===== src/rtl/dec_rr_arbiter_pkg.sv =====
// Shared definitions for the round-robin arbiter: FSM state encoding and
// requester/index sizing.
package dec_rr_arbiter_pkg;

  localparam int NUM_REQ = 4;
  localparam int IDX_W   = 2;

  typedef enum logic {
    ST_IDLE  = 1'b0,
    ST_GRANT = 1'b1
  } state_e;

endpackage


===== src/rtl/dec_rr_arbiter_dec2to4.sv =====
// Combinational 2:4 one-hot decoder with enable; produces all-zero when disabled.
module dec2to4
  import dec_rr_arbiter_pkg::*;
(
  input  logic               en_i,
  input  logic [IDX_W-1:0]   idx_i,
  output logic [NUM_REQ-1:0] y_o
);

  always_comb begin
    y_o = '0;
    if (en_i) begin
      y_o[idx_i] = 1'b1;
    end
  end

endmodule


===== src/rtl/dec_rr_arbiter.sv =====
// Round-robin arbiter over four requesters with a bounded hold time per tenure;
// the one-hot grant is the registered output of a shared 2:4 decoder.
module dec_rr_arbiter
  import dec_rr_arbiter_pkg::*;
#(
  parameter int MAX_HOLD = 8
) (
  input  logic               clk,
  input  logic               rst,
  input  logic [NUM_REQ-1:0] req,
  output logic [NUM_REQ-1:0] gnt,
  output logic [IDX_W-1:0]   gnt_idx,
  output logic               gnt_valid
);

  localparam int CNT_W = $clog2(MAX_HOLD + 1);

  state_e             state_q, state_d;
  logic [IDX_W-1:0]   ptr_q, ptr_d;
  logic [IDX_W-1:0]   idx_q, idx_d;
  logic [CNT_W-1:0]   cnt_q, cnt_d;
  logic [NUM_REQ-1:0] gnt_q, gnt_d;
  logic [NUM_REQ-1:0] masked;
  logic               en_d;

  // Scan ptr, ptr+1, ... descending so the smallest offset is written last and wins.
  function automatic logic [IDX_W-1:0] pick(input logic [NUM_REQ-1:0] r,
                                            input logic [IDX_W-1:0]   p);
    logic [IDX_W-1:0] cand;
    pick = p;
    for (int i = NUM_REQ - 1; i >= 0; i--) begin
      cand = p + IDX_W'(i);
      if (r[cand]) pick = cand;
    end
  endfunction

  always_comb begin
    state_d = state_q;
    ptr_d   = ptr_q;
    idx_d   = idx_q;
    cnt_d   = cnt_q;
    en_d    = 1'b0;
    masked  = req;
    masked[idx_q] = 1'b0;
    case (state_q)
      ST_IDLE: begin
        if (req != '0) begin
          state_d = ST_GRANT;
          idx_d   = pick(req, ptr_q);
          ptr_d   = pick(req, ptr_q) + IDX_W'(1);
          cnt_d   = CNT_W'(1);
          en_d    = 1'b1;
        end
      end
      ST_GRANT: begin
        if (req[idx_q] && (cnt_q < CNT_W'(MAX_HOLD))) begin
          cnt_d = cnt_q + CNT_W'(1);
          en_d  = 1'b1;
        end else if (masked != '0) begin
          idx_d = pick(masked, ptr_q);
          ptr_d = pick(masked, ptr_q) + IDX_W'(1);
          cnt_d = CNT_W'(1);
          en_d  = 1'b1;
        end else if (req[idx_q]) begin
          // Expired with nobody else waiting: same holder starts a fresh tenure.
          cnt_d = CNT_W'(1);
          en_d  = 1'b1;
        end else begin
          state_d = ST_IDLE;
          cnt_d   = '0;
        end
      end
      default: state_d = ST_IDLE;
    endcase
  end

  dec2to4 u_dec (
    .en_i  (en_d),
    .idx_i (idx_d),
    .y_o   (gnt_d)
  );

  always_ff @(posedge clk) begin
    if (rst) begin
      state_q <= ST_IDLE;
      ptr_q   <= '0;
      idx_q   <= '0;
      cnt_q   <= '0;
      gnt_q   <= '0;
    end else begin
      state_q <= state_d;
      ptr_q   <= ptr_d;
      idx_q   <= idx_d;
      cnt_q   <= cnt_d;
      gnt_q   <= gnt_d;
    end
  end

  assign gnt       = gnt_q;
  assign gnt_idx   = idx_q;
  assign gnt_valid = (state_q == ST_GRANT);

endmodule


===== config.mk =====
export PLATFORM = sky130hd
export DESIGN_NAME = dec_rr_arbiter
export DESIGN_NICKNAME = d
export VERILOG_FILES = /design/src/rtl/dec_rr_arbiter_pkg.sv /design/src/rtl/dec_rr_arbiter_dec2to4.sv /design/src/rtl/dec_rr_arbiter.sv
export SDC_FILE = /design/constraint.sdc
export NUM_CORES = 1
export LEC_CHECK = 0
export CAP_MARGIN = 20
export CORE_ASPECT_RATIO = 1.75
export CORE_MARGIN = 5
export CORE_UTILIZATION = 40
export DETAILED_ROUTE_END_ITERATION = 8
export GPL_ROUTABILITY_DRIVEN = 0
export SLEW_MARGIN = 20
export SYNTH_ARGS = -nofsm -noshare
export SYNTH_HDL_FRONTEND = slang
export SYNTH_SLANG_ARGS = --single-unit

===== constraint.sdc =====
create_clock -name clk -period 2.3 [get_ports clk]
set_input_delay 0.46 -clock clk [delete_from_list [all_inputs] [get_ports clk]]
set_output_delay 0.46 -clock clk [all_outputs]
set_load 0.03 [all_outputs]

# ---- Word level (Yosys, flattened, before mapping)
# Cells that the tools add are included.
dict set report op_classes {
  n_addsub 6
  mul 0
  div_mod_pow 0
  magnitude_cmp 9
  n_eq_ne 3
  shifts 0
  n_mux 53
  n_bitwise 4
  reduce_logical 7
}
# cell n
set ops {}
lappend ops {{2-bit 2-to-1 mux} 19}
lappend ops {{1-bit binary-select mux with 2-bit select} 9}
lappend ops {{2-bit by 3-bit less-than comparator with 1-bit output, second input constant} 6}
lappend ops {{1-bit 2-to-1 mux} 17}
lappend ops {{4-bit 2-to-1 mux} 2}
lappend ops {{2-bit case mux with 2 select lines} 2}
lappend ops {{4-bit case mux with 2 select lines} 1}
lappend ops {{4-bit nonzero test} 2}
lappend ops {{2-bit by 1-bit adder with 2-bit output, second input constant} 3}
lappend ops {{2-bit adder, second input constant} 2}
lappend ops {{4-bit by 1-bit adder with 4-bit output, second input constant} 1}
lappend ops {{4-bit bitwise AND} 1}
lappend ops {{1-bit demux with 2-bit select} 2}
lappend ops {{2-bit by 1-bit >= comparator with 1-bit output, second input constant} 2}
lappend ops {{4-bit less-than comparator, second input constant} 1}
lappend ops {{2-bit inequality test, second input constant} 2}
lappend ops {{4-bit inverter} 1}
lappend ops {{1-bit logical AND} 3}
lappend ops {{3-bit AND reduction} 1}
lappend ops {{2-bit by 1-bit inequality test with 1-bit output, second input constant} 1}
lappend ops {{1-bit inverter} 2}
lappend ops {{1-bit case mux with 2 select lines} 1}
lappend ops {{2-bit OR reduction} 1}
dict set report totals {
  ff_bits 13
  latch_bits 0
  mem_bits_rw 0
  rom_bits 0
  input_bits 6
  output_inout_bits 7
  wordCells 87
  memories 0
}

# ---- Longest topological paths before layout
# Gate-level depths: netlist of the first run.
dict set report logic_depth {
  word_depth 19
  ltp_mapped 9
}

# ---- By module
# From an unflattened synthesis of the first run, not the netlist that was laid out.
dict set report hier_totals {
  cells_unflattened 148
  area_unflattened_um2 1126.1
}
# mod n_inst cells_per_inst area_per_inst_um2
set by_module_without_submodules {}
lappend by_module_without_submodules {dec_rr_arbiter 1 144 1088.5}
lappend by_module_without_submodules {dec2to4 1 4 37.5}

# ---- Worst setup path after synthesis of the first run
# Ideal clock, no wire load.
dict set report synth_timing {
  kind {register to register}
  start {register idx_q[1], in the netlist gnt_idx[1]}
  end {register ptr_q[1]}
  setup_ps 91
  t_arrival_ps 2257
  required_time_ps 2209
  slack_ps -48
  stages_incl_launch_ff 10
  n_path_buf 2
  synth_period_minus_slack_ps 2348
  cell_sequence {dfxtp_1 > buf_4 > buf_4 > inv_1 > a311oi_2 > a32oi_1 > o41ai_2 > nand2_1 > or3_1 > a311oi_1}
}
dict set report synth_via {
  elab_chain_len 19
  word_cells_on_any_way 33
  classes_between {1 x add/sub; 2 x order compare; 2 x eq/ne; 22 x mux; 2 x bitwise; 4 x reduce/logical}
}
# item line_no
set synth_lines {}
lappend synth_lines {{start: declaration} dec_rr_arbiter.sv:20} ;# logic [IDX_W-1:0] idx_q, idx_d;
lappend synth_lines {{start signal: assignment} dec_rr_arbiter.sv:93} ;# idx_q <= idx_d;
lappend synth_lines {{2-bit by 3-bit less-than comparator with 1-bit output (not written as such) / 2-bit by 1-bit >= comparator with 1-bit output (equally long branches)} dec_rr_arbiter.sv:44} ;# masked[idx_q] = 1'b0;
lappend synth_lines {{1-bit logical AND (not written as such)} dec_rr_arbiter.sv:44}
lappend synth_lines {{1-bit 2-to-1 mux (not written as such)} dec_rr_arbiter.sv:44}
lappend synth_lines {{1-bit demux with 2-bit select} dec_rr_arbiter.sv:44}
lappend synth_lines {{4-bit inverter (no source line)} n/a}
lappend synth_lines {{4-bit bitwise AND (no source line)} n/a}
lappend synth_lines {{1-bit binary-select mux with 2-bit select} dec_rr_arbiter.sv:33} ;# if (r[cand]) pick = cand;
lappend synth_lines {{1-bit 2-to-1 mux (not written as such)} dec_rr_arbiter.sv:33}
lappend synth_lines {{2-bit 2-to-1 mux (4 in a row)} dec_rr_arbiter.sv:33}
lappend synth_lines {{2-bit 2-to-1 mux} dec_rr_arbiter.sv:59} ;# end else if (masked != '0) begin
lappend synth_lines {{2-bit 2-to-1 mux} dec_rr_arbiter.sv:56} ;# if (req[idx_q] && (cnt_q < CNT_W'(MAX_HOLD))) begin
lappend synth_lines {{2-bit 2-to-1 mux} dec_rr_arbiter.sv:45} ;# case (state_q)
lappend synth_lines {{2-bit by 1-bit adder with 2-bit output} dec_rr_arbiter.sv:61} ;# ptr_d = pick(masked, ptr_q) + IDX_W'(1);
lappend synth_lines {{2-bit 2-to-1 mux} dec_rr_arbiter.sv:59}
lappend synth_lines {{2-bit 2-to-1 mux} dec_rr_arbiter.sv:56}
lappend synth_lines {{2-bit case mux with 2 select lines} dec_rr_arbiter.sv:45}
lappend synth_lines {{end signal: assignment} dec_rr_arbiter.sv:92} ;# ptr_q <= ptr_d;
lappend synth_lines {{end: declaration} dec_rr_arbiter.sv:19} ;# logic [IDX_W-1:0] ptr_q, ptr_d;
# Parallel ways exist; a longest one is shown, timed or not. The select of a mux whose other input is x is not followed.
# A chain may end at the register's enable or synchronous reset.

# ---- Worst setup path after layout of the first run
dict set report layout_timing {
  start {input port req[0]}
  end {register gnt_q[0], in the netlist gnt[0]}
}
dict set report layout_via {
  elab_chain_len 14
  word_cells_on_any_way 46
  classes_between {2 x order compare; 37 x mux; 2 x bitwise; 5 x reduce/logical}
}
# item line_no
set layout_lines {}
lappend layout_lines {{start: declaration} dec_rr_arbiter.sv:10} ;# input logic [NUM_REQ-1:0] req,
lappend layout_lines {{4-bit bitwise AND (no source line)} n/a}
lappend layout_lines {{1-bit binary-select mux with 2-bit select} dec_rr_arbiter.sv:33}
lappend layout_lines {{1-bit 2-to-1 mux (not written as such)} dec_rr_arbiter.sv:33}
lappend layout_lines {{2-bit 2-to-1 mux (4 in a row)} dec_rr_arbiter.sv:33}
lappend layout_lines {{2-bit 2-to-1 mux} dec_rr_arbiter.sv:59}
lappend layout_lines {{2-bit 2-to-1 mux} dec_rr_arbiter.sv:56}
lappend layout_lines {{2-bit case mux with 2 select lines} dec_rr_arbiter.sv:45}
lappend layout_lines {{2-bit by 3-bit less-than comparator with 1-bit output (not written as such) / 2-bit by 1-bit >= comparator with 1-bit output (equally long branches)} dec_rr_arbiter_dec2to4.sv:13} ;# y_o[idx_i] = 1'b1;
lappend layout_lines {{1-bit logical AND (not written as such)} dec_rr_arbiter_dec2to4.sv:13}
lappend layout_lines {{1-bit 2-to-1 mux (not written as such)} dec_rr_arbiter_dec2to4.sv:13}
lappend layout_lines {{1-bit demux with 2-bit select} n/a}
lappend layout_lines {{end signal: assignment} dec_rr_arbiter.sv:95} ;# gnt_q <= gnt_d;
lappend layout_lines {{end: declaration} dec_rr_arbiter.sv:22} ;# logic [NUM_REQ-1:0] gnt_q, gnt_d;
# Parallel ways exist; a longest one is shown, timed or not. The select of a mux whose other input is x is not followed.

==> results.py, run 1 <==
metrics = {
    "timing": {
        "period_minus_slack_ns": 2.18,
        "fin_ws_ns": 0.123,
        "setup_viol": 0,
        "maxSlewHeadroom_pct": 77.8,
        "final_hold_viol_count": 0,
        "clock_skew_ns": 0.00263,
        "fin_crit_sh_pct": 94.6,
        "maxSlewViolCount": 0,
        "max_freq_mhz": 459,
        "rsz0062_at_grt": "no",
        "tightest_slew_ns": 0.333,
        "holdWs_ns": 0.476,
    },
    "synth": {
        "synth.top_cell.area_share_pct": 23.1,
        "synthesis.nets": 164,
        "synth_common_cells": "nor2_1 (29), dfxtp_1 (13), a21oi_1 (9), buf_2 (9), nor3_1 (9)",
        "synth_edf_count": 0,
        "ys_types": 49,
        "synthCells": 157,
        "async_flop_share_pct": 0,
        "synth-seq-cells": 13,
        "ys_seq_area_share_pct": 23.1,
        "yosysWarningCount": 0,
        "synth_top_cell_by_area": "dfxtp_1",
        "syn-cell-area_sq_um": 1130,
        "synthFlopType": "dfxtp_1",
        "synth.area.top_cells": "dfxtp_1 (23%), nor2_1 (9.6%), a21oi_1 (4.0%), buf_2 (4.0%), nor3_1 (4.0%)",
        "syn_area_per_cell_sq_um": 7.19,
        "yosysMostFrequentCell": "nor2_1",
    },
    "clocking": {
        "cts_tree": "done",
        "htreeDepth": 1,
        "cts_buffer_depth": 2,
        "insertion_delay_ns": 0.24,
        "cts_buffers": 3,
        "clk_pin_slew_worst_paths_ns": 0.05,
        "postCtsHoldBufs": 0,
        "clock_sinks": 13,
        "cts_root_buf": "clkbuf_8",
    },
    "grt": {
        "antenna_found_initial": 0,
        "grt_max_degree": 17,
        "grt_overflow_total": 0,
        "grt_use_total_pct": 18.5,
        "grt_pass1_wl_mm": 5.95,
        "grt_pass1_vias": 1361,
    },
    "final_layout": {
        "syn_to_final_growth_pct": 45.5,
        "multi_input_area_sq_um": 835,
        "nNetsFinal": 209,
        "drive_above_1_share_pct": 33.3,
        "fill_cells": 256,
        "antenna-diode-count": 0,
        "seq_area_sq_um": 265,
    },
    "drt": {
        "drt_wl_total_mm": 3.58,
        "avgViaCountPerCell": 5.89,
        "route.detailed.drc": 0,
        "wl_per_cell_um": 15.7,
        "via_count": 1343,
        "ant_nets": 0,
        "drt_pass1_iterations": 4,
        "dr.first_iter.drc_count": 42,
    },
    "die": {
        "row_count": 25,
        "die_area_sq_um": 4030,
        "core_sq_um": 2720,
        "die_w_um": 50.2,
        "start_util_pct": 41.5,
        "ios": 13,
        "fp.dieH_um": 80.3,
    },
    "critical_path": {
        "end_kind": "flop",
        "crit_top_cell": "buf_4",
        "critPathRequiredTime_ns": 2.48,
        "cp-start-kind": "primary input",
        "path_cells": "dlygate4sd2_1 -> or3b_1 -> buf_4 -> o211ai_1 -> o31a_1 -> nor4_2 -> xor2_1 -> buf_4 -> a221o_1 -> nor2_1",
        "path_max_fanout": 3,
        "crit_path_top_delay_cell": "or3b_1",
        "crit_arrival_ns": 2.35,
        "path_class": "primary input to flop",
        "critical_path.max_stage_delay_ns": 0.37,
    },
    "hold_path": {
        "hold_path.class": "flop to flop",
    },
    "power": {
        "p_leak_nw": 0.682,
        "p_per_area_nw_per_um2": 1030,
        "irDropWorstVdd_mv": 0.802,
        "finalPower_w": 0.00169,
    },
    "placement": {
        "pre_cts_slack_ns": -0.472,
        "hpwl_mm": 2.75,
        "io_buffers": 12,
    },
    "run_status": {
        "status": "finished, final reports clean",
    },
    "job": {
        "drv_cap": 0,
    },
}
==> worst paths after layout <==
kind	startpoint	end	slack (ns)	cells after the start
max	req[0]	gnt[0]	0.12	10
min	cnt_q[3]	cnt_q[3]	0.48	2
max reg2reg	gnt_idx[1]	gnt[0]	0.13	9
min reg2reg	cnt_q[3]	cnt_q[3]	0.48	2
==> kinds of logic after synthesis <==
kind of cell    count (synthesis)  share of synthesized area, %
simple gates                   69                          29.9
fa+ha+maj                       1                          1.11
flops                          13                          23.1
xor+xnor                        3                          2.33
buf+inv                        20                          8.98
compound gates                 47                          30.8
mux                             4                          3.77
==> final cells by class <==
type | count | share of cell area (%)
inverters | 6 | 1.37
well taps | 27 | 2.06
repair buffers | 54 | 26.8
flip-flops and latches | 13 | 16.2
clock buffers | 4 | 2.74
multi-input cells | 124 | 50.8
==> where the power goes <==
| part | total, W | internal (W) | switching [W] |
|---|---|---|---|
| clock | 0.000203 | 0.000122 | 0.0000803 |
| sequential | 0.000378 | 0.000282 | 0.0000963 |
| combinational | 0.00111 | 0.000545 | 0.000566 |
| total | 0.00169 | 0.000949 | 0.000743 |
==> timing repair <==
item / in CTS / in global routing
pin swaps: 10 / 5
cloned: 1 / 0
endpoints found under the setup margin: 8 / 6
gates resized for setup: 21 / 5
buffers inserted: 4 / 0
==> worst max-delay path: cells and delay by family <==
| family | cells | cell delay (ns) |
|---|---|---|
| xor gates and xnor gates | 1 | 0.16 |
| AOI/OAI and AO/OA | 3 | 0.63 |
| buffers and inverters | 3 | 0.57 |
| and+or+nand+nor | 3 | 0.54 |
==> layer usage <==
metal	global-route usage [%]	routed length [um]	vias to the layer above
li1	-	-	662
met1	18.2	1390	635
met2	35.8	1980	33
met3	1.86	95	13
met4	9.71	125	0
met5	0	0	-
==> cell usage in the layout (no fill, tap or decap), types with 2 or more instances in the layout <==
master           instances
a21oi_1                  9
inv_1                    5
dfxtp_1                 11
a211oi_2                 2
o22ai_1                  3
nand2_1                  8
nor2_1                  28
or3b_1                   2
and2_1                   2
xor2_1                   2
o21ai_1                  3
clkdlybuf4s50_1          8
nor3_1                   9
a211oi_1                 2
a311oi_2                 2
nor2b_1                  2
a22oi_1                  3
nand2b_1                 6
a221oi_2                 2
a221oi_1                 2
buf_6                    3
or3_1                    2
o21ai_0                  4
mux2_2                   2
mux2i_1                  2
dlygate4sd2_1            3
buf_4                   38
clkbuf_8                 3
==> stage by stage <==
stage	setup TNS, ns	util [%]	cell area, sq um	cells
4_1_cts	0	59.8	1630	228
3_5_place_dp	-3.26	54.5	1480	219
5_1_grt	0	60.3	1640	228
2_1_floorplan	0	-	1130	157
3_3_place_gp	-2.81	54.5	1480	219
6_report	0	60.3	1640	228
==> flip-flops by register name, summed over array words and instances, names as in the netlist <==
signal and cells:
gnt_idx 2, ptr_q 2, gnt 4, cnt_q 4, gnt_valid 1
Power figures use the tool's default switching activity.
==> run 2, diff against run 1 <==
CORE_ASPECT_RATIO = default   (was 1.75)
CTS_BUF_LIST = sky130_fd_sc_hd__clkbuf_8   (was default)
==> run 2 against run 1 <==
  * Sequential power rose by 2%
  * Die area fell by 1.0%
  * Non-clock buffer count rose by 1
  * Setup slack got worse by 0.091 ns
  * Final area rose by 2.5%
  * Critical path type unchanged
  * Largest power group unchanged
==> results.py, run 2 (synthesis gave the netlist of run 1 again) <==
metrics = {
    "placement": {
        "place_area_sq_um": 1470,
        "hpwl_mm": 2.50,
        "io_buffers": 12,
        "dp.cells": 221,
        "pre_cts_slack_ns": -0.575,
    },
    "final_layout": {
        "syn_to_final_growth_pct": 49.1,
        "final_cell_mix": "buf_4 (39), nor2_1 (26), a21oi_1 (9), dfxtp_1 (9)",
        "drive_above_1_share_pct": 39.6,
        "antenna-diode-count": 0,
        "stdcell_area_sq_um": 1680,
        "layout_commonest_cell": "buf_4",
        "final_cells": 233,
        "nNetsFinal": 210,
    },
    "critical_path": {
        "critPathRequiredTime_ns": 2.45,
        "crit_top_cell": "buf_4",
        "path_class": "primary input to flop",
        "crit_path_top_delay_cell": "or3_1",
        "path_max_fanout": 4,
        "critical_path.max_stage_delay_ns": 0.38,
        "cp-start-kind": "primary input",
        "crit_arrival_ns": 2.41,
        "path_cells": "dlygate4sd2_1 -> buf_4 -> inv_2 -> buf_4 -> a22oi_2 -> o21ai_2 -> nor2_1 -> buf_4 -> o21ba_2 -> or3_1 -> a311oi_2",
        "cp_num_buf_inv": 5,
        "cp_top_family": "buffers and inverters",
        "end_kind": "flop",
    },
    "grt": {
        "grt_max_degree": 18,
        "grt_overflow_total": 0,
        "grt_pass1_vias": 1210,
        "antenna_found_initial": 0,
        "grt_pass1_wl_mm": 5.55,
        "grt_use_total_pct": 17.0,
    },
    "timing": {
        "setup_viol": 0,
        "final_hold_viol_count": 0,
        "period_minus_slack_ns": 2.27,
        "maxSlewHeadroom_pct": 68.6,
        "maxSlewViolCount": 0,
        "max_freq_mhz": 441,
        "tightest_slew_ns": 0.470,
        "fin_ws_ns": 0.0323,
        "holdWs_ns": 0.499,
        "fin_crit_sh_pct": 98.6,
        "clock_skew_ns": 0.00217,
    },
    "power": {
        "swShare_pct": 43.9,
        "p_leak_nw": 0.705,
        "finalPower_w": 0.00169,
        "pwr-share-comb_pct": 65.7,
        "p_seq_share_pct": 22.7,
        "irDropWorstVdd_mv": 0.725,
        "internal_power_w": 0.000950,
        "clockPowerShare_pct": 11.6,
        "power.switching_w": 0.000744,
        "p_per_area_nw_per_um2": 1010,
    },
    "die": {
        "die_w_um": 63.1,
        "start_util_pct": 41.3,
        "core_sq_um": 2730,
        "fp.dieH_um": 63.1,
        "ios": 13,
        "row_count": 19,
        "die_area_sq_um": 3980,
    },
    "drt": {
        "ant_nets": 0,
        "avgViaCountPerCell": 5.60,
        "wl_per_cell_um": 14.9,
        "via_count": 1304,
        "drt_pass1_iterations": 4,
        "route.detailed.drc": 0,
        "drt_wl_total_mm": 3.48,
        "dr.first_iter.drc_count": 101,
    },
    "clocking": {
        "insertion_delay_ns": 0.24,
        "clk_pin_slew_worst_paths_ns": 0.05,
        "htreeDepth": 1,
        "clock_sinks": 13,
        "postCtsHoldBufs": 0,
        "cts_tree": "done",
        "cts_root_buf": "clkbuf_8",
        "cts_buffers": 3,
        "cts_buffer_depth": 2,
    },
    "hold_path": {
        "hold_path.class": "flop to flop",
    },
    "job": {
        "drv_cap": 0,
    },
    "run_status": {
        "status": "finished, final reports clean",
    },
}
run 2: cell count changes in the layout (fill, tap and decap cells not counted), moves of 2 or more:
cell / change
o21ai_0: +2
dfxtp_1: -2
nor2_2: +3
o21ai_1: -3
dlygate4sd2_1: -2
clkbuf_2: +3
nor2_1: -2
run 2: cell type report:
cell class | count | area [sq um]
Fill cell | 237 | 1050
Multi-Input combinational cell | 124 | 871
Timing Repair Buffer | 55 | 435
Sequential cell | 13 | 270
Clock buffer | 3 | 41.3
Tap cell | 31 | 38.8
Inverter | 6 | 22.5
Clock inverter | 1 | 3.75
run 2: repair_timing:
item                                    in CTS  in global routing
gates resized for setup                     17                 23
pin swaps                                    8                 11
buffers inserted                             1                  6
endpoints found under the setup margin       8                  5
endpoints found under the hold margin        0                  0
gates cloned                                 0                  1
run 2: through the flow:
step	TNS (ns)	util [%]
2_1_floorplan	0	-
3_3_place_gp	-3.15	53.9
3_5_place_dp	-3.43	53.9
4_1_cts	0	57.7
5_1_grt	-0.0590	61.6
6_report	0	61.6
run 2: worst paths after layout:
check                           startpoint       end  slack (ns)  depth (start not counted)
worst min-delay path              cnt_q[0]  cnt_q[0]        0.50                          1
worst min register to register    cnt_q[0]  cnt_q[0]        0.50                          1
worst max-delay path                req[2]  ptr_q[1]        0.03                         11
worst max register to register    ptr_q[0]  ptr_q[1]        0.09                          8
run 2: layer usage:
| metal | global-route usage (%) | up-vias | wire length [um] |
|---|---|---|---|
| met5 | 0 | - | 0 |
| met4 | 3.18 | 0 | 36 |
| met3 | 3.02 | 6 | 154 |
| met2 | 27.3 | 36 | 1660 |
| met1 | 23.7 | 599 | 1630 |
| li1 | - | 663 | - |
run 2: power by group through the flow:
stage	Sequential, W	Combinational [W]	Clock (W)
final	0.000384	0.00111	0.000197
after global routing	0.000396	0.00121	0.000221
after floorplan	0.000369	0.000619	0
after detailed placement	0.000366	0.000959	0
after CTS	0.000363	0.00102	0.000203
after global placement	0.000361	0.000943	0
run 2: worst reg2reg max path: cells and delay by family (launching register included):
family	cells	cell delay, ns
flops	1	0.41
buf+inv	2	0.33
simple gates	3	0.56
compound gates	3	0.81
==> run 3, diff against run 2 <==
CORE_ASPECT_RATIO = 0.75   (was default)
SYNTH_HIERARCHICAL = 1   (was default)
==> run 3 against run 2 <==
  * Hold slack better by 0.062 ns
  * Highest routed layer unchanged
  * Routed wire length down 5.8%
  * Critical path type unchanged
  * Maximum frequency decreased by 0.18%
  * First-iteration DRC count is 29% lower
  * Total power down 39%
  * Die area is essentially flat
==> results.py, run 3 <==
metrics = {
    "critical_path": {
        "cp_num_buf_inv": 1,
        "path_max_fanout": 5,
        "cp-start-kind": "primary input",
        "end_kind": "flop",
        "r2r-start": "gnt_idx[1]",
        "cp_top_family": "compound AO/OA/AOI/OAI gates",
        "path_cells": "clkdlybuf4s15_1 -> mux4_2 -> nor2b_4 -> a2111oi_4 -> nor3b_1 -> a221o_1 -> and3b_1 -> nor2b_1",
        "crit_arrival_ns": 2.38,
        "ff2ff_path_depth": 7,
        "path_class": "primary input to flop",
        "crit_path_top_delay_cell": "mux4_2",
        "critical_path.max_stage_delay_ns": 0.50,
        "cp_num_cells": 8,
        "startpoint": "req[3]",
        "critPathRequiredTime_ns": 2.41,
    },
    "die": {
        "start_util_pct": 42.3,
        "die_area_sq_um": 3990,
        "ios": 13,
        "row_count": 16,
        "fp.dieH_um": 56.0,
        "core_sq_um": 2660,
        "die_w_um": 71.3,
    },
    "placement": {
        "dp.cells": 212,
        "io_buffers": 12,
        "hpwl_mm": 2.33,
    },
    "clocking": {
        "cts_buffer_depth": 2,
        "cts_tree": "done",
        "insertion_delay_ns": 0.24,
        "clk_pin_slew_worst_paths_ns": 0.05,
        "cts_root_buf": "clkbuf_8",
        "cts_buffers": 3,
        "postCtsHoldBufs": 0,
        "clock_sinks": 13,
        "htreeDepth": 1,
    },
    "drt": {
        "via_count": 1227,
        "dr.first_iter.drc_count": 72,
        "avgViaCountPerCell": 5.65,
        "wl_per_cell_um": 15.1,
        "route.detailed.drc": 0,
        "ant_nets": 0,
        "drt_wl_total_mm": 3.28,
        "drt_pass1_iterations": 4,
    },
    "synth": {
        "synth_edf_count": 0,
        "synth_common_cells": "nor2_1 (15), dfxtp_1 (13), a21oi_1 (12)",
        "synthFlopType": "dfxtp_1",
        "ys_types": 49,
        "async_flop_share_pct": 0,
        "yosysWarningCount": 6,
        "synth.area.top_cells": "dfxtp_1 (23%), a21oi_1 (5.3%), nor2_1 (5.0%), nor2b_1 (5.0%), nand2b_1 (4.4%)",
        "syn_area_per_cell_sq_um": 7.61,
        "synthesis.nets": 155,
        "synth-seq-cells": 13,
        "yosysMostFrequentCell": "nor2_1",
        "syn-cell-area_sq_um": 1130,
        "ys_seq_area_share_pct": 23.1,
        "synth_top_cell_by_area": "dfxtp_1",
        "synthCells": 148,
        "synth.top_cell.area_share_pct": 23.1,
    },
    "power": {
        "finalPower_w": 0.00104,
        "p_seq_share_pct": 28.6,
        "irDropWorstVdd_mv": 0.424,
        "power.switching_w": 0.000386,
        "p_per_area_nw_per_um2": 664,
        "p_leak_nw": 0.619,
        "swShare_pct": 37.2,
        "pwr-share-comb_pct": 52.6,
        "internal_power_w": 0.000652,
        "clockPowerShare_pct": 18.8,
    },
    "grt": {
        "grt_pass1_wl_mm": 5.46,
        "antenna_found_initial": 0,
        "grt_use_total_pct": 16.9,
        "grt_max_degree": 22,
        "grt_overflow_total": 0,
        "grt_pass1_vias": 1154,
    },
    "hold_path": {
        "whs_path_depth": 2,
        "hp-start": "cnt_q[2]",
        "hold_path.class": "flop to flop",
    },
    "final_layout": {
        "seq_area_sq_um": 265,
        "syn_to_final_growth_pct": 38.8,
        "final_cell_mix": "buf_4 (28), nor2_1 (14), a21oi_1 (12)",
        "drive_above_1_share_pct": 29.3,
        "nNetsFinal": 189,
        "final_cells": 217,
        "antenna-diode-count": 0,
        "layout_commonest_cell": "buf_4",
        "fill_cells": 248,
        "multi_input_area_sq_um": 833,
    },
    "run_status": {
        "status": "finished, final reports clean",
    },
    "job": {
        "drv_cap": 0,
    },
    "timing": {
        "max_freq_mhz": 440,
        "rsz0062_at_grt": "yes",
        "period_minus_slack_ns": 2.27,
        "setup_viol": 0,
        "final_hold_viol_count": 0,
        "fin_crit_sh_pct": 98.8,
        "maxSlewViolCount": 0,
        "clock_skew_ns": 0.00243,
        "fin_tns_setup_ns": 0,
        "tightest_slew_ns": 0.528,
        "maxSlewHeadroom_pct": 64.7,
    },
}
## run 3: metal layers
metal  vias to the layer above  track usage (%)  share of wire [%]  wire, um
li1                        610                -                  -         -
met1                       578             23.5                 47      1530
met2                        33             25.4                 46      1510
met3                         6             4.87                5.1       168
met4                         0             4.29                2.0        65
met5                         -                0                  0         0
## run 3: cell type report
class                      count  area share [%]
inverter                       6            1.44
clock inverter                 1           0.240
clock buffer                   3            2.64
tap                           36            2.88
timing repair buffer          41            22.5
multi-input combinational    117            53.3
sequential                    13            17.0
## run 3: what timing repair did
item                       CTS  global route
gates resized for setup     14             6
buffers inserted             1             0
setup endpoints to repair    7             6
pin swaps                    4             7
hold endpoints to repair     0             0
## run 3: power groups by stage
| stage | clock (W) | combinational [W] | sequential, W |
|---|---|---|---|
| after detailed placement | 0 | 0.000511 | 0.000299 |
| after floorplan | 0 | 0.000305 | 0.000310 |
| after global placement | 0 | 0.000505 | 0.000297 |
| after CTS | 0.000200 | 0.000531 | 0.000295 |
| after global routing | 0.000214 | 0.000591 | 0.000301 |
| final | 0.000195 | 0.000546 | 0.000296 |
## run 3: kinds of logic after synthesis
family          Yosys count  share of synthesized area (%)
compound gates           50                           32.6
flops                    13                           23.1
xor+xnor                  1                          0.778
simple gates             63                           31.6
mux                       2                           3.00
buf+inv                  18                           7.89
fa+ha+maj                 1                           1.11
## run 3: final timing paths
kind                   end  slack [ns]
setup / recovery    gnt[1]        0.03
hold / removal    cnt_q[2]        0.56
setup reg to reg    gnt[1]        0.03
hold reg to reg   cnt_q[2]        0.56
## run 3: worst register-to-register path, delay by kind of cell (launching register included)
family / cells / cell delay (ns)
compound gates: 2 / 0.68
mux: 1 / 0.52
flops: 1 / 0.37
simple gates: 4 / 0.56
## run 3: through the flow
stage / worst slack (ns) / hold slack (ns) / utilization, % / cell area, sq um
CTS: -0.00924 / 0.561 / 57.8 / 1540
finish: 0.0281 / 0.561 / 58.7 / 1560
detailed placement: -0.530 / 0.523 / 54.7 / 1460
global route: -0.0728 / 0.591 / 58.7 / 1560
floorplan: -0.0559 / 0.482 / - / 1140
global placement: -0.475 / 0.504 / 54.7 / 1460
==> edit 1: new RTL, flow settings as in run 3 <==
`MAX_HOLD`: 8 -> 4.
--- a/src/rtl/dec_rr_arbiter.sv
+++ b/src/rtl/dec_rr_arbiter.sv
@@ -4,5 +4,5 @@
   import dec_rr_arbiter_pkg::*;
 #(
-  parameter int MAX_HOLD = 8
+  parameter int MAX_HOLD = 4
 ) (
   input  logic               clk,
Behaviour: not the same (Yosys sat finds a counterexample within 10 cycles, from zero or initial values and one cycle with rst high).
==> edit 1 against run 3 <==
- die area shrank 7.5%
- clock power grew 19%
- sequential share of layout area shrank 1.9 points
- utilization grew 11 points
- routed wire length shrank 0.24%
- count of clock-buffer cells in the layout grew 1
- design area grew 5.8%
- highest routed layer is now met3
- synthesized area shrank 8.9%
- worst setup slack lost 46 ps
- the flow now finishes with violations (negative setup slack)
- sequential power shrank 3%
- sequential cell count shrank 1
- total power grew 19%
==> edit 1: results (changes against run 3) <==
* Post-Place Setup Slack at -566.5 ps (was -529.7 ps)
* Synth Area in Adders at 0.01220 (was 0.01111)
* Worst setup SP type: flop (was input port)
* Sequential cell area fraction in the yosys report at 0.2341 (was 0.2311)
* Synth area leaders: dfxtp_1, nor2b_1, nor2_1, nand2_1, a21oi_1 (was dfxtp_1, a21oi_1, nor2_1, nor2b_1, nand2b_1)
* Netlist cell types at 50 (was 49)
* Rel. slew slack at 0.7045 (was 0.6470)
* First-pass GRT wire length at 5.285 mm (was 5.457 mm)
* Drt total wl at 3.268 mm (was 3.276 mm)
* WP data arrival at 2450 ps (was 2380 ps)
* Worst vdd ir at 442.9 uV (was 423.6 uV)
* Hpwl dp at 2.292 mm (was 2.330 mm)
* CTS Buf Count at 3 (unchanged)
* DRT iter0 DRCs at 111 (was 72)
* Largest net degree at the start of global routing at 13 (was 22)
* Failing checks: negative setup slack
* Setup Skew at 4.574 ps (was 2.429 ps)
* Outcome: finished, violations left (was finished, final reports clean)
* DR WL/cell at 14.65 um (was 15.10 um)
* Fraction of layout cells with a size suffix above 1 at 0.4392 (was 0.2928)
* Inst Count DP at 206 (was 212)
* Tot GR Track Use at 0.1922 (was 0.1693)
* Final worst slack at -18.03 ps (was 28.08 ps)
* Final nets at 197 (was 189)
* Count of final setup violators at 1 (was 0)
* Compound-Gate Fraction of Synth Area at 0.3085 (was 0.3256)
* Static Leak at 0.7004 nW (was 0.6194 nW)
* Fraction of synthesized cell area in xor and xnor cells at 0.008537 (was 0.007778)
* Worst skew pair latency at 240 ps (about the same)
* Mux share of post-synthesis cell area at 0.03171 (was 0.03000)
* R2R cell count at 8 (was 7)
* Total number of vias at 1223 (was 1227)
* Syn_nets at 140 (was 155)
* Top cells by count, synth: nor2_1, dfxtp_1, nor2b_1, nand2_1, a21oi_1 (was nor2_1, dfxtp_1, a21oi_1, nor2b_1, o21ai_0)
* Syn Area/Cell at 7.714 um^2 (was 7.609 um^2)
[edit 1: worst max-delay path: stages, from the launching register on]
cell and delay, ps:
dfxtp_4 390, and2b_2 250, o21a_1 240, a211o_1 340
and4_4 160, or2_4 240, a211oi_4 260, and3b_1 220
nor2b_1 120
[edit 1: area by class of cell]
cell class / count / area, um^2
Multi-Input combinational cell: 108 / 797.0
Fill cell: 183 / 729.5
Timing Repair Buffer: 61 / 495.5
Sequential cell: 12 / 249.0
Clock buffer: 4 / 55.05
Tap cell: 34 / 42.54
Inverter: 4 / 15.01
[edit 1: final timing paths]
kind / end / slack, ps
hold / removal: cnt_q[2] / 540
setup / recovery: gnt[2] / -20
hold reg to reg: cnt_q[2] / 540
setup reg to reg: gnt[2] / -20
[edit 1: report_power, final]
| group | total (W) | leakage, nW | switching (W) | internal [W] |
|---|---|---|---|---|
| clock network | 0.000232 | 0.0288 | 0.0000807 | 0.000151 |
| logic | 0.000720 | 0.571 | 0.000322 | 0.000398 |
| registers | 0.000286 | 0.101 | 0.0000456 | 0.000240 |
[edit 1: kinds of logic (layout without fill, tap and decap cells)]
family,count (synthesis),in the layout
AO/OA/AOI/OAI,40,40
adder cells (fa/ha/maj),1,1
buffers and inverters,13,69
XOR/XNOR,1,1
flip-flops,12,12
multiplexers,2,2
AND/OR/NAND/NOR,64,64
[edit 1: repair_timing]
item / in CTS / in global routing
gates resized for setup: 19 / 10
setup endpoints to repair: 8 / 6
hold endpoints to repair: 0 / 0
pin swaps: 6 / 7
hold buffers: 0 / 0
buffers inserted: 9 / 4
[edit 1: through the flow]
stage | hold WS [ps] | instance area (um^2) | util | setup TNS [ps]
6_report | 540.4 | 1654 | 0.6940 | -18.03
5_1_grt | 582.5 | 1654 | 0.6940 | -155.2
4_1_cts | 536.3 | 1592 | 0.6677 | 0
3_5_place_dp | 526.2 | 1435 | 0.6021 | -3524
3_3_place_gp | 508.7 | 1435 | 0.6021 | -3431
2_1_floorplan | 484.4 | 1044 | - | 0
[edit 1: per-layer routing]
layer | vias to the layer above | global-route usage | routed length [um]
met1 | 572 | 0.2735 | 1504
li1 | 606 | - | -
met5 | - | 0 | 0
met2 | 45 | 0.3074 | 1505
met3 | 0 | 0.03967 | 258
met4 | 0 | 0.01980 | 0
==> edit 2: new RTL, settings of run 3 <==
Without the edit above. Reset style: asynchronous (`rst`), changed in one clocked block.
--- a/src/rtl/dec_rr_arbiter.sv
+++ b/src/rtl/dec_rr_arbiter.sv
@@ -81,5 +81,5 @@
   );
 
-  always_ff @(posedge clk) begin
+  always_ff @(posedge clk or posedge rst) begin
     if (rst) begin
       state_q <= ST_IDLE;
Formal check against the unedited RTL: differs if rst is asserted again (counterexample within 4 cycles, from zero or initial values and one cycle with rst high); with rst held inactive, the same outputs for 10 cycles.
==> edit 2 against run 3 <==
- sequential cell count unchanged
- fmax increased by 1.3%
- routed wire length is 22% lower
- global-route usage shrank 0.95 points
- non-clock buffer count fell by 2
- largest cell class unchanged
- critical endpoint is now gnt[2]
- total power grew 67%
- sequential share of layout area up 7.3 points
- worst setup slack better by 30 ps
- design area is 14% lower
- largest power group unchanged
- synthesized area decreased by 15%
==> edit 2: results (changes against run 3) <==
* Setup Skew at 1.735 ps (was 2.429 ps)
* Met2 GRT Util at 0.2241 (was 0.2539)
* Final nets at 153 (was 189)
* Largest net degree at the start of global routing at 16 (was 22)
* R2R cell count at 8 (was 7)
* Tot GR Track Use at 0.1598 (was 0.1693)
* Hpwl dp at 1.969 mm (was 2.330 mm)
* CTS root buf: clkbuf_8 (unchanged)
* Maximum buffer depth of the clock tree at 2 (unchanged)
* Yosys warns at 6 (unchanged)
* Area of the multi-input gates at 568.0 um^2 (was 833.3 um^2)
* Drt total wl at 2.548 mm (was 3.276 mm)
* Met1 usage at 0.2266 (was 0.2355)
* CTS HTree Levels at 1 (unchanged)
* Worst vdd ir at 852.7 uV (was 423.6 uV)
* Grt met3 use at 0.07511 (was 0.04874)
* Static Leak at 0.6342 nW (was 0.6194 nW)
* Top cells by count, synth: dfrtp_1, nand2_1, a21oi_1, nor2_1, nand2b_1 (was nor2_1, dfxtp_1, a21oi_1, nor2b_1, o21ai_0)
* Fraction of layout cells with a size suffix above 1 at 0.3241 (was 0.2928)
* Ys async rst share at 1.000 (was 0)
* Post-DP Area at 0.001261 mm^2 (was 0.001455 mm^2)
* Synth area leaders: dfrtp_1, nand2b_1, a21oi_1, nand2_1, o22ai_1 (was dfxtp_1, a21oi_1, nor2_1, nor2b_1, nand2b_1)
* Synth Area in Adders at 0.01305 (was 0.01111)
* Worst slew pin tran at 513.4 ps (was 527.8 ps)
* Vias in the first global route at 897 (was 1154)
* Syn_nets at 116 (was 155)
* Mux share of post-synthesis cell area at 0.02350 (was 0.03000)
* DRT iter0 DRCs at 76 (was 72)
* Compound-Gate Fraction of Synth Area at 0.2715 (was 0.3256)
* Fraction of synthesized cell area in xor and xnor cells at 0.009138 (was 0.007778)
* Filler Cell Count at 221 (was 248)
* Via/cell ratio at 5.408 (was 5.654)
* Outcome: finished, final reports clean (unchanged)
* Critical path's largest stage delay at 470 ps (was 500 ps)
* Max FO, Critical Path at 5 (unchanged)
* First-pass GRT wire length at 4.236 mm (was 5.457 mm)
* Netlist cell types at 42 (was 49)
edit 2: timing repair:
item	in CTS	in global routing
pin swaps	0	4
setup buffers	0	1
endpoints found under the setup margin	6	6
resized for setup	2	7
edit 2: critical path, delay by kind of cell:
| family | cells | cell delay, ps |
|---|---|---|
| simple gates | 4 | 770 |
| mux | 1 | 470 |
| buf+inv | 1 | 440 |
| compound gates | 2 | 240 |
edit 2: routing by layer:
layer  wire (um)  up-vias
met2        1073       34
met1        1246      465
met4           0        0
met3         229        0
met5           0        -
li1            -      469
edit 2: where the power goes:
group | leakage [nW] | internal [W] | switching [W]
logic | 0.449 | 0.000561 | 0.000520
clock network | 0.0269 | 0.000118 | 0.0000828
registers | 0.158 | 0.000326 | 0.000124
total | 0.634 | 0.00100 | 0.000727
edit 2: final cells by class:
class                      count  share of cell area
inverter                       9             0.02600
clock inverter                 1            0.002786
clock buffer                   3             0.03064
timing repair buffer          39              0.2451
multi-input combinational     80              0.4215
tap                           34             0.03157
sequential                    13              0.2423
edit 2: path summary, 6_finish.rpt:
check | start | end | slack (ps)
min in group asynchronous | rst | gnt[1] | 550
worst min register to register | cnt_q[1] | cnt_q[1] | 540
worst max register to register | gnt_idx[0] | gnt[2] | 150
worst max-delay path | req[1] | gnt[2] | 60
worst min-delay path | cnt_q[1] | cnt_q[1] | 540
max in group asynchronous | rst | gnt_idx[1] | 1380
edit 2: cells by family after synthesis:
group,Yosys count
AOI/OAI and AO/OA,36
xor gates and xnor gates,1
adders and majority gates,1
buffers and inverters,16
DFF,13
muxes,1
and+or+nand+nor,41
edit 2: stage by stage:
stage / setup WS [ps] / setup TNS [ps] / std cells / hold slack (ps) / power (W)
after floorplan: 57.01 / 0 / 109 / 337.0 / 0.001100
after global placement: -278.5 / -1622 / 174 / 531.4 / 0.001468
after detailed placement: -336.5 / -1914 / 174 / 533.5 / 0.001480
after CTS: 7.210 / 0 / 178 / 545.1 / 0.001695
after global routing: 9.769 / 0 / 179 / 578.2 / 0.001860
final: 57.94 / 0 / 179 / 539.8 / 0.001732
